==> src/rtl/cpu_pkg.sv <==
// Shared CPU datapath types and register-index constants for the MIPS core.
package cpu_pkg;
    localparam int DATA_W = 32;
    localparam int ADDR_W = 5;

    typedef logic [ADDR_W-1:0] reg_idx_t;
    typedef logic [DATA_W-1:0] word_t;

    localparam reg_idx_t REG_ZERO = 5'd0;
    localparam reg_idx_t REG_AT   = 5'd1;
    localparam reg_idx_t REG_V0   = 5'd2;
    localparam reg_idx_t REG_SP   = 5'd29;
    localparam reg_idx_t REG_RA   = 5'd31;
endpackage

==> src/rtl/reg_write_decoder.sv <==
// One-hot write-enable demux for the register file; $zero never gets an enable.
module reg_write_decoder #(
    parameter int ADDR_W   = cpu_pkg::ADDR_W,
    parameter int NUM_REGS = 2**ADDR_W
) (
    input  logic [ADDR_W-1:0]   wr_idx_i,
    input  logic                wr_en_i,
    output logic [NUM_REGS-1:0] we_o
);
    always_comb begin
        we_o = '0;
        if (wr_en_i)
            we_o[wr_idx_i] = 1'b1;
        we_o[0] = 1'b0;
    end
endmodule

==> src/rtl/reg_file.sv <==
// 32x32 MIPS register file: one write port, two operand read ports, one debug port.
// Define REGFILE_BYPASS_EN for write-first forwarding on read_data1/read_data2.
module reg_file
    import cpu_pkg::*;
#(
    parameter int DATA_W   = cpu_pkg::DATA_W,
    parameter int ADDR_W   = cpu_pkg::ADDR_W,
    parameter int NUM_REGS = 32
) (
    input  logic              clk,
    input  logic              rst_n,
    input  logic              reg_write,
    input  logic [ADDR_W-1:0] write_reg,
    input  logic [DATA_W-1:0] write_data,
    input  logic [ADDR_W-1:0] read_reg1,
    input  logic [ADDR_W-1:0] read_reg2,
    output logic [DATA_W-1:0] read_data1,
    output logic [DATA_W-1:0] read_data2,
    input  logic [ADDR_W-1:0] dbg_reg,
    output logic [DATA_W-1:0] dbg_data
);
    if (NUM_REGS != 2**ADDR_W) begin : g_bad_params
        $error("reg_file: NUM_REGS must equal 2**ADDR_W");
    end

    logic [NUM_REGS-1:0]             we;
    logic [NUM_REGS-1:0][DATA_W-1:0] regs_q, regs_d;
    logic [DATA_W-1:0]               stored1, stored2;

    reg_write_decoder #(
        .ADDR_W  (ADDR_W),
        .NUM_REGS(NUM_REGS)
    ) u_dec (
        .wr_idx_i(write_reg),
        .wr_en_i (reg_write),
        .we_o    (we)
    );

    always_comb begin
        regs_d = regs_q;
        for (int i = 1; i < NUM_REGS; i++)
            if (we[i])
                regs_d[i] = write_data;
    end

    // Reset wins over a same-edge write, so a pending write is dropped.
    always_ff @(posedge clk) begin
        if (!rst_n)
            regs_q <= '0;
        else
            regs_q <= regs_d;
    end

    // Index 0 is masked so $zero reads 0 even before the first reset.
    assign stored1  = (read_reg1 == '0) ? '0 : regs_q[read_reg1];
    assign stored2  = (read_reg2 == '0) ? '0 : regs_q[read_reg2];
    assign dbg_data = (dbg_reg   == '0) ? '0 : regs_q[dbg_reg];

`ifdef REGFILE_BYPASS_EN
    logic wr_live;
    assign wr_live    = reg_write && (write_reg != '0);
    assign read_data1 = (wr_live && read_reg1 == write_reg) ? write_data : stored1;
    assign read_data2 = (wr_live && read_reg2 == write_reg) ? write_data : stored2;
`else
    assign read_data1 = stored1;
    assign read_data2 = stored2;
`endif
endmodule

==> config.mk <==
export PLATFORM = sky130hd
export DESIGN_NAME = reg_file
export DESIGN_NICKNAME = d
export VERILOG_FILES = /design/src/rtl/cpu_pkg.sv /design/src/rtl/reg_write_decoder.sv /design/src/rtl/reg_file.sv
export SDC_FILE = /design/constraint.sdc
export NUM_CORES = 2
export LEC_CHECK = 0
export CORE_ASPECT_RATIO = 1.75
export CORE_MARGIN = 8
export CORE_UTILIZATION = 52
export CTS_CLUSTER_DIAMETER = 50
export DETAILED_ROUTE_END_ITERATION = 12
export PLACE_DENSITY = 0.69
export SYNTH_ARGS = -nofsm -noshare
export SYNTH_HDL_FRONTEND = slang
export SYNTH_SLANG_ARGS = --single-unit
==> constraint.sdc <==
create_clock -name clk -period 5.2 [get_ports clk]
set_input_delay 1.04 -clock clk [delete_from_list [all_inputs] [get_ports clk]]
set_output_delay 1.04 -clock clk [all_outputs]
set_load 0.005 [all_outputs]
==> out/metrics.json <==
{
  "switching_share_of_power": 0.2744,
  "synthDistinctLibCells": 37,
  "finalSetupViolCount": 0,
  "run_status": "finished clean",
  "mostFrequentLayoutCells": "1997 x nand2_1, 992 x dfxtp_1, 871 x a21boi_0, 520 x mux4_2, 368 x mux2i_1",
  "p_leak_uw": 0.02219,
  "postPlaceCellArea_um2": 63680,
  "drv_cap": 0,
  "post-route-drc-count": 0,
  "postCtsResizedCells": 0,
  "drt.antenna.violating_nets": 0,
  "detail_routed_via_count_per_cell": 7.253,
  "route.vias.total": 57720,
  "flip_flop_count_of_the_largest_register_after_layout": 992,
  "coreArea_um2": 115200,
  "cts_buffer_count": 98,
  "clock_power_share": 0.437,
  "crit_fanout": 15,
  "dieArea_um2": 127400,
  "syn_avg_cell_area_um2": 9.228,
  "insertion_delay_ps": 720,
  "slew_viol_final": 0,
  "synthesis.yosys.warnings": 0,
  "cts.root.buffer_cell": "clkbuf_16",
  "post-route-period-util": 0.9879,
  "top_level_ports": 151,
  "numClockSinks": 992,
  "timing_worst_setup_path_type": "in -> out",
  "synth_sequential_area_ratio": 0.3297,
  "required_ps": 4160,
  "number_of_global_route_vias_before_repair": 55196,
  "post_synth_instance_area_um2": 60230,
  "fmax_ghz": 0.1947,
  "power-per-cell-area_nw_per_um2": 263.8,
  "grt_setup_unrepaired": "false",
  "period_needed_ps": 5137,
  "seq_power_share": 0.436,
  "detailedRoute.firstPassIterationCount": 9,
  "grt_first_pass_wirelength_mm": 390.3,
  "area.growth.synth_to_final_pct": 11.41,
  "synthesis.nets": 6582,
  "drive_gt1_frac": 0.1901,
  "largest_register": "regs_q",
  "filler_cell_count": 9885,
  "cts.hold.buffers_added": 0,
  "relative_contribution_of_combinational_cells_to_total_power": 0.127,
  "sequential_cell_area_um2": 19860,
  "fin_nets": 6422,
  "grt_use_total": 0.4198,
  "grt_start_max_net_pins": 153,
  "timing.final.hold_violations": 0,
  "synth.ff_latch_count": 992,
  "cts.clk_slew.worst_paths_ps": 70,
  "most_frequently_used_flop_master_after_synthesis": "dfxtp_1",
  "overflow": 0,
  "antenna_violations_before_repair": 19,
  "cts_tree": "yes",
  "buffer_ports.inserted": 150,
  "maxSlewHeadroom": 0.06914,
  "die_height_um": 466.2,
  "detailedRoute.firstIterationViolations": 9525,
  "gp_routability_congestion": 1.012,
  "cp.arrival_ps": 4100,
  "intPower_uw": 12850,
  "class_of_the_tightest_hold_or_removal_check": "reg -> reg",
  "multi_input_combinational_cell_area_um2": 37520,
  "postLayoutCellArea_um2": 67110,
  "worst_clock_skew_ps": 0,
  "std_cell_rows": 165,
  "cp_endpoint_kind": "primary output",
  "cts_post_setup_buffers_inserted": 0,
  "netSwitchingPower_uw": 4857,
  "wl_per_cell_um": 34.76,
  "initial_utilization": 0.5229,
  "worst_setup_path_start_kind": "input pin",
  "die_w_um": 273.3,
  "layout_top_registers": "regs_q x992",
  "finalWirelength_mm": 276.6,
  "timing.setup.tns_ps": 0,
  "syn_inst": 6527,
  "htreeDepth": 3,
  "clockBufferDepth": 3,
  "hpwl_after_detailed_placement_mm": 167.6,
  "synth-async-reset-ratio": 0,
  "number_of_synthesized_flops_with_an_enable_pin": 0,
  "worst-slew-pin-transition_ps": 1392,
  "worst_ir_drop_vdd_v": 0.0002672,
  "mostFrequentLayoutCell": "nand2_1"
}
==> power by group through the flow <==
| stage | combinational [uW] | sequential (uW) | clock (uW) |
|---|---|---|---|
| after detailed placement | 2130 | 7880 | 0 |
| after floorplan | 1220 | 7860 | 0 |
| after global placement | 2120 | 7880 | 0 |
| final | 2250 | 7710 | 7740 |
| after CTS | 2140 | 7710 | 7700 |
| after global routing | 2270 | 7710 | 8010 |
==> worst max-delay path: stages <==
cell and delay (ps):
clkdlybuf4s50_1 670, or2_2 540, buf_4 380, a2111oi_0 130, nor3_1 660, clkdlybuf4s50_1 640
==> cells in the mapped netlist, types with 5 or more instances <==
cell,n,share of area
nor3b_1,6,0.00075
buf_2,193,0.016
nand2b_1,9,0.00093
nand2_1,2030,0.13
a2111oi_0,64,0.0093
a21oi_1,12,0.0010
buf_6,8,0.0015
or3_1,26,0.0027
a21boi_0,871,0.11
nor2b_1,5,0.00052
nand3b_1,7,0.00087
clkbuf_1,393,0.024
o22ai_1,192,0.020
nand4_1,26,0.0027
and3b_1,5,0.00073
nor2_4,6,0.0011
nor2_1,112,0.0070
mux2i_1,368,0.061
a21boi_1,121,0.015
buf_4,84,0.010
buf_1,5,0.00031
a221oi_1,32,0.0047
nor3_1,71,0.0059
dfxtp_1,992,0.33
mux4_2,520,0.19
nand4b_1,6,0.00087
nand3_1,48,0.0040
a22oi_1,128,0.016
nor2_2,11,0.0011
mux2_2,160,0.030
==> worst paths after layout <==
| kind | startpoint | end | slack [ps] | cells past startpoint |
|---|---|---|---|---|
| worst max-delay path | dbg_reg[4] | dbg_data[10] | 60 | 6 |
| worst min register to register | regs_q[398]$_SDFFE_PN0P_ | regs_q[398]$_SDFFE_PN0P_ | 480 | 2 |
| worst min-delay path | regs_q[398]$_SDFFE_PN0P_ | regs_q[398]$_SDFFE_PN0P_ | 480 | 2 |
| worst max register to register | regs_q[101]$_SDFFE_PN0P_ | regs_q[101]$_SDFFE_PN0P_ | 4380 | 2 |
==> cells by family after synthesis <==
group,count (synthesis),synth area share
simple gates,2383,0.1574
compound gates,1420,0.1745
mux,1048,0.2855
flops,992,0.3297
buf+inv,684,0.05287
==> final cells by class <==
cell class / count / share of cell area
Timing Repair Buffer: 423 / 0.06578
Inverter: 1 / 0.00005593
Antenna cell: 10 / 0.0003729
Clock inverter: 43 / 0.007383
Tap cell: 1503 / 0.02802
Sequential cell: 992 / 0.2959
Multi-Input combinational cell: 4851 / 0.5591
Clock buffer: 135 / 0.04333
==> metal layers <==
| layer | global-route usage | wire length (um) | up-vias |
|---|---|---|---|
| met5 | 0 | 129 | - |
| met4 | 0.3713 | 31540 | 15 |
| met3 | 0.1475 | 39470 | 1798 |
| met2 | 0.6199 | 118100 | 5223 |
| met1 | 0.4760 | 87370 | 27605 |
| li1 | - | - | 23079 |
==> per-stage QoR <==
step,setup slack (ps),power (uW),hold slack [ps],util,std cells
CTS,200.3,17550,481.0,0.5823,7948
detailed placement,225.4,10010,472.2,0.5528,7770
finish,62.92,17700,479.9,0.5825,7958
global route,134.7,17990,500.8,0.5824,7949
global placement,244.8,10000,462.7,0.5528,7770
floorplan,1714,9078,451.5,-,6527
No activity file was read; power rests on OpenSTA's default activity.
